### config.mk
export PLATFORM = sky130hd
export DESIGN_NAME = imem_boot_loader
export DESIGN_NICKNAME = d
export VERILOG_FILES = /design/src/rtl/imem_boot_loader.sv
export SDC_FILE = /design/constraint.sdc
export NUM_CORES = 1
export LEC_CHECK = 0
export BUFFER_PORTS_ARGS = -buffer_cell sky130_fd_sc_hd__buf_2
export CAP_MARGIN = 15
export CORE_MARGIN = 3
export CORE_UTILIZATION = 45
export DETAILED_ROUTE_END_ITERATION = 7
export PLACE_DENSITY = 0.69
export SETUP_SLACK_MARGIN = 0.5
export SYNTH_ARGS = -nofsm -noshare
export SYNTH_HDL_FRONTEND = slang
export SYNTH_SLANG_ARGS = --single-unit
### constraint.sdc
create_clock -name clk -period 2.3 [get_ports clk]
set_input_delay 0.46 -clock clk [delete_from_list [all_inputs] [get_ports clk]]
set_output_delay 0.46 -clock clk [all_outputs]
set_load 0.01 [all_outputs]
### src/rtl/imem_boot_loader.sv
// Byte-stream instruction-memory loader: LEN_HI, LEN_LO, 4*N big-endian data bytes, XOR checksum.
// Each word is written one cycle after its 4th byte; in_ready is high throughout a frame, and memory writes never stall the stream.
module imem_boot_loader #(
  parameter int ADDR_W = 8
) (
  input  logic              clk,
  input  logic              rst_n,
  input  logic              start,
  input  logic              in_valid,
  input  logic [7:0]        in_data,
  output logic              in_ready,
  output logic              im_we,
  output logic [ADDR_W-1:0] im_addr,
  output logic [31:0]       im_wdata,
  output logic              cpu_run,
  output logic              busy,
  output logic              done,
  output logic              error,
  output logic [15:0]       word_count
);

  typedef enum logic [2:0] {IDLE, LEN_HI, LEN_LO, DATA, CSUM, DONE, ERROR} state_t;

  localparam logic [16:0] CAP = 17'(1) << ADDR_W;

  state_t      state, state_nx;
  logic [15:0] len;
  logic [1:0]  byte_cnt;
  logic [23:0] word_buf;
  logic [7:0]  csum;
  logic        hs;
  logic        last_word;
  logic [15:0] len_rx;
  logic        restart;

  assign hs        = in_valid & in_ready;
  assign len_rx    = {len[15:8], in_data};
  assign last_word = (byte_cnt == 2'd3) && (word_count == len - 16'd1);
  assign restart   = start && (state == IDLE || state == DONE || state == ERROR);

  always_comb begin
    state_nx = state;
    in_ready = 1'b0;
    busy     = 1'b0;
    done     = 1'b0;
    error    = 1'b0;
    cpu_run  = 1'b0;
    case (state)
      IDLE: begin
        if (start) state_nx = LEN_HI;
      end
      LEN_HI: begin
        in_ready = 1'b1;
        busy     = 1'b1;
        if (hs) state_nx = LEN_LO;
      end
      LEN_LO: begin
        in_ready = 1'b1;
        busy     = 1'b1;
        if (hs) begin
          if (len_rx == 16'd0)             state_nx = CSUM;
          else if ({1'b0, len_rx} > CAP)   state_nx = ERROR;
          else                             state_nx = DATA;
        end
      end
      DATA: begin
        in_ready = 1'b1;
        busy     = 1'b1;
        if (hs && last_word) state_nx = CSUM;
      end
      CSUM: begin
        in_ready = 1'b1;
        busy     = 1'b1;
        if (hs) state_nx = (csum == in_data) ? DONE : ERROR;
      end
      DONE: begin
        done    = 1'b1;
        cpu_run = 1'b1;
        if (start) state_nx = LEN_HI;
      end
      ERROR: begin
        error = 1'b1;
        if (start) state_nx = LEN_HI;
      end
      default: state_nx = IDLE;
    endcase
  end

  always_ff @(posedge clk or negedge rst_n) begin
    if (!rst_n) begin
      state      <= IDLE;
      len        <= '0;
      byte_cnt   <= '0;
      word_buf   <= '0;
      csum       <= '0;
      im_we      <= 1'b0;
      im_addr    <= '0;
      im_wdata   <= '0;
      word_count <= '0;
    end else begin
      state <= state_nx;
      im_we <= 1'b0;
      if (restart) begin
        word_count <= '0;
        csum       <= '0;
        byte_cnt   <= '0;
      end
      if (hs) begin
        case (state)
          LEN_HI: len[15:8] <= in_data;
          LEN_LO: len[7:0]  <= in_data;
          DATA: begin
            csum     <= csum ^ in_data;
            byte_cnt <= byte_cnt + 2'd1;
            word_buf <= {word_buf[15:0], in_data};
            // Address is taken before the increment, so word k lands at address k.
            if (byte_cnt == 2'd3) begin
              im_we      <= 1'b1;
              im_addr    <= word_count[ADDR_W-1:0];
              im_wdata   <= {word_buf, in_data};
              word_count <= word_count + 16'd1;
            end
          end
          default: ;
        endcase
      end
    end
  end

endmodule

==> run_summary.xml <==
<?xml version="1.0" encoding="UTF-8"?>
<metrics>
  <group name="final_layout">
    <metric name="layout.cells.most_common_list" unit="">168 x sky130_fd_sc_hd__nand2_1, 108 x sky130_fd_sc_hd__dfrtp_1, 69 x sky130_fd_sc_hd__buf_2</metric>
    <metric name="layout.cells.most_common" unit="">sky130_fd_sc_hd__nand2_1</metric>
    <metric name="area_overhead_of_the_layout_relative_to_synthesis" unit="%">38.6</metric>
    <metric name="finish.net_count" unit="">695</metric>
    <metric name="layoutNonFillerInstCount" unit="">825</metric>
    <metric name="final_layout_size_suffix_gt1_frac" unit="">0.399</metric>
    <metric name="finalInstanceArea" unit="mm2">0.00716</metric>
    <metric name="antenna-diode-count" unit="">0</metric>
  </group>
  <group name="global_routing">
    <metric name="first_global_vias" unit="">4299</metric>
    <metric name="grt_antenna_before_repair" unit="">0</metric>
    <metric name="grt_most_used_layer" unit="">met2</metric>
    <metric name="grt_use_total" unit="">0.218</metric>
    <metric name="grt_start_max_net_pins" unit="">51</metric>
    <metric name="grt_first_pass_wirelength" unit="um">22200</metric>
    <metric name="globalRouteOverflowTotal" unit="">0</metric>
    <metric name="grt_use_met2" unit="">0.347</metric>
    <metric name="grt.met1_usage" unit="">0.310</metric>
    <metric name="groute.layer.met3.usage" unit="">0.0251</metric>
  </group>
  <group name="cts">
    <metric name="numCtsBuffers" unit="">9</metric>
    <metric name="worstSkewPairLatency" unit="ns">0.36</metric>
    <metric name="cts_root_buf" unit="">sky130_fd_sc_hd__clkbuf_16</metric>
    <metric name="clock_tree.htree_level_count" unit="">3</metric>
    <metric name="cts_sinks" unit="">110</metric>
    <metric name="clock_tree_from_tritoncts" unit="">done</metric>
    <metric name="max-clock-path-buffers" unit="">2</metric>
    <metric name="clk_transition_reported_paths" unit="ns">0.08</metric>
    <metric name="postCtsHoldBufs" unit="">0</metric>
  </group>
  <group name="sta">
    <metric name="setup_viol" unit="">3</metric>
    <metric name="postLayoutSetupSlackWorst" unit="ns">-0.127</metric>
    <metric name="skew" unit="ns">0.0112</metric>
    <metric name="drv_slew" unit="">0</metric>
    <metric name="finalCriticalPeriod" unit="ns">2.43</metric>
    <metric name="worst_pin_slew" unit="ns">0.616</metric>
    <metric name="setup_repair_after_global_routing_missed_its_margin" unit="">true</metric>
    <metric name="max_fclk" unit="MHz">412</metric>
    <metric name="timing.slew.headroom" unit="">0.589</metric>
    <metric name="period_share" unit="">1.06</metric>
    <metric name="finalHoldViolCount" unit="">0</metric>
    <metric name="finalSetupTns" unit="ns">-0.339</metric>
  </group>
  <group name="setup_path">
    <metric name="r2r_setup_slack" unit="ns">-0.13</metric>
    <metric name="critical_path.startpoint_type" unit="">register</metric>
    <metric name="reg2reg_depth" unit="">10</metric>
    <metric name="timing.critical_path.arrival" unit="ns">2.65</metric>
    <metric name="timing.critical_path.to_type" unit="">register</metric>
    <metric name="timing.setup.critical_path_class" unit="">register to register</metric>
    <metric name="crit_required" unit="ns">2.52</metric>
    <metric name="reg2reg_to" unit="">state[0]$_DFFE_PN0P_</metric>
    <metric name="worst_r2r_startpoint" unit="">len[1]$_DFFE_PN0P_</metric>
    <metric name="path_max_fanout" unit="">5</metric>
  </group>
  <group name="outcome">
    <metric name="violations" unit="">negative setup slack</metric>
    <metric name="outcome" unit="">complete, but fails checks</metric>
  </group>
  <group name="logic_synthesis">
    <metric name="post_synth.cell_area_avg" unit="um2">9.24</metric>
    <metric name="syn_area" unit="mm2">0.00516</metric>
    <metric name="synth_cells" unit="">559</metric>
    <metric name="synth_top_flop_cell" unit="">sky130_fd_sc_hd__dfrtp_1</metric>
    <metric name="synth_edf_count" unit="">0</metric>
    <metric name="synth.ff_latch_count" unit="">110</metric>
    <metric name="seq_area_frac_synth" unit="">0.533</metric>
    <metric name="yosysUniqueCellTypes" unit="">53</metric>
    <metric name="synthesis.yosys.warnings" unit="">0</metric>
    <metric name="synth_fp_nets" unit="">574</metric>
    <metric name="ys_async_sr_fraction" unit="">1.00</metric>
  </group>
  <group name="floorplan">
    <metric name="start_util" unit="">0.468</metric>
    <metric name="die_w" unit="um">113</metric>
    <metric name="coreArea" unit="mm2">0.0110</metric>
    <metric name="die_h" unit="um">113</metric>
    <metric name="die_area" unit="mm2">0.0128</metric>
    <metric name="rows" unit="">38</metric>
    <metric name="floorplan.io_pins" unit="">74</metric>
  </group>
  <group name="flow_run">
    <metric name="maximum_capacitance_violations" unit="">0</metric>
  </group>
  <group name="drt">
    <metric name="antenna_left" unit="">0</metric>
    <metric name="drtIter0Drc" unit="">291</metric>
    <metric name="drt-wirelength-per-cell" unit="um">17.9</metric>
    <metric name="routed_wire_length" unit="um">14700</metric>
    <metric name="detailroute.via_count" unit="">4473</metric>
    <metric name="remaining_drc_errors" unit="">0</metric>
    <metric name="drt_pre_antenna_iters" unit="">5</metric>
    <metric name="vias_per_cell" unit="">5.42</metric>
  </group>
  <group name="power_and_ir_drop">
    <metric name="powerDensity" unit="mW/mm2">1180</metric>
    <metric name="vdd_drop_max" unit="uV">602</metric>
    <metric name="cell_leakage_power" unit="nW">3.57</metric>
    <metric name="power.total" unit="mW">8.47</metric>
  </group>
  <group name="placement">
    <metric name="dpl_cell_area" unit="mm2">0.00592</metric>
    <metric name="gp_congestion" unit="">0.906</metric>
    <metric name="buffer_ports.inserted" unit="">73</metric>
    <metric name="total_placed_cells_including_tap_cells" unit="">781</metric>
    <metric name="place.detailed.hpwl" unit="um">8720</metric>
  </group>
  <group name="worst_hold_path">
    <metric name="worstHoldPathType" unit="">primary input to async pin</metric>
  </group>
</metrics>
## area by class of cell
class,instances,area (um2)
Fill cell,853,3870
Clock inverter,6,65.1
Multi-Input combinational cell,413,2860
Clock buffer,10,229
Inverter,9,45.0
Timing Repair Buffer,137,1030
Tap cell,140,175
Sequential cell,110,2760
## worst max-delay path by stage
stage,from,endpoint,slack (ns),cells after the start
after floorplan,len[10]$_DFFE_PN0P_,state[2]$_DFFE_PN0P_,0.08,7
after global placement,len[11]$_DFFE_PN0P_,state[2]$_DFFE_PN0P_,-0.08,7
after detailed placement,len[11]$_DFFE_PN0P_,state[2]$_DFFE_PN0P_,-0.12,7
after CTS,len[0]$_DFFE_PN0P_,state[2]$_DFFE_PN0P_,-0.09,10
after global routing,len[10]$_DFFE_PN0P_,state[0]$_DFFE_PN0P_,-0.22,7
final,len[1]$_DFFE_PN0P_,state[0]$_DFFE_PN0P_,-0.13,10
## power breakdown
group | total [mW] | switching [mW] | leakage (nW) | internal, mW
Sequential | 3.06 | 0.551 | 1.45 | 2.51
Combinational | 3.86 | 1.98 | 1.97 | 1.88
Clock | 1.55 | 0.774 | 0.144 | 0.771
## cells by family after synthesis
family                   count (synthesis)  synth area share
AO/OA/AOI/OAI                           48            0.0625
multiplexers                            23            0.0482
flip-flops                             110             0.533
adder cells (fa/ha/maj)                  4           0.00921
AND/OR/NAND/NOR                        297             0.250
buffers and inverters                   38            0.0305
XOR/XNOR                                39            0.0661
## what timing repair did
| item | CTS | global route |
|---|---|---|
| pin swaps | 21 | 62 |
| gates cloned | 2 | 2 |
| gates resized for setup | 79 | 114 |
| buffers inserted | 15 | 9 |
| setup endpoints to repair | 22 | 48 |
| hold endpoints to repair | 0 | 0 |
## registers in the layout, indices dropped and copies added (netlist names)
signal      cells
csum            8
len            16
word_buf       24
im_we           1
im_wdata       32
im_addr         8
state           3
byte_cnt        2
word_count     16
## critical path, cell delays in order, from the launching register on
cell and delay (ns):
sky130_fd_sc_hd__dfrtp_1 0.42, sky130_fd_sc_hd__inv_2 0.09, sky130_fd_sc_hd__ha_4 0.12, sky130_fd_sc_hd__or4b_4 0.47, sky130_fd_sc_hd__buf_6 0.15, sky130_fd_sc_hd__nor4_4 0.14
sky130_fd_sc_hd__xnor2_1 0.16, sky130_fd_sc_hd__nand4_1 0.13, sky130_fd_sc_hd__nor4_2 0.34, sky130_fd_sc_hd__buf_4 0.19, sky130_fd_sc_hd__a21oi_1 0.08
## Yosys cell counts (2+ instances only)
cell                       number  area (um2)
sky130_fd_sc_hd__nand2_1      213         800
sky130_fd_sc_hd__dfrtp_1      110        2750
sky130_fd_sc_hd__nor2_1        21        78.8
sky130_fd_sc_hd__xor2_1        21         184
sky130_fd_sc_hd__clkbuf_1      19        71.3
sky130_fd_sc_hd__xnor2_1       18         158
sky130_fd_sc_hd__mux2_2        15         169
sky130_fd_sc_hd__o21ai_0       14        70.1
sky130_fd_sc_hd__nand4_1        9        56.3
sky130_fd_sc_hd__inv_1          8        30.0
sky130_fd_sc_hd__mux2i_1        8        80.1
sky130_fd_sc_hd__nand3_1        8        40.0
sky130_fd_sc_hd__nor3_1         7        35.0
sky130_fd_sc_hd__a21oi_1        6        30.0
sky130_fd_sc_hd__buf_2          6        30.0
sky130_fd_sc_hd__and3_1         5        31.3
sky130_fd_sc_hd__nor4_1         5        31.3
sky130_fd_sc_hd__o31ai_1        5        37.5
sky130_fd_sc_hd__or3_1          5        31.3
sky130_fd_sc_hd__nand2b_1       4        25.0
sky130_fd_sc_hd__o211ai_1       4        30.0
sky130_fd_sc_hd__or4_1          4        30.0
sky130_fd_sc_hd__ha_1           3        37.5
sky130_fd_sc_hd__nand3b_1       3        22.5
sky130_fd_sc_hd__o21a_1         3        22.5
sky130_fd_sc_hd__o22ai_1        3        18.8
sky130_fd_sc_hd__a211oi_1       2        15.0
sky130_fd_sc_hd__a22o_1         2        17.5
sky130_fd_sc_hd__buf_1          2        7.51
sky130_fd_sc_hd__buf_4          2        15.0
sky130_fd_sc_hd__nor2b_1        2        12.5
## per-stage QoR
stage	hold WS, ns	worst slack [ns]	utilization
after floorplan	0.164	0.0840	-
after global placement	0.452	-0.0771	0.537
final	0.115	-0.127	0.649
after detailed placement	0.453	-0.124	0.537
after global routing	0.172	-0.217	0.649
after CTS	0.140	-0.0946	0.602
## routing by layer
metal	up-vias	wire length, um
met1	2201	6520
li1	2091	-
met2	156	7180
met5	-	0
met3	25	714
met4	0	317
Note: power is estimated with default switching activity, not from simulation.
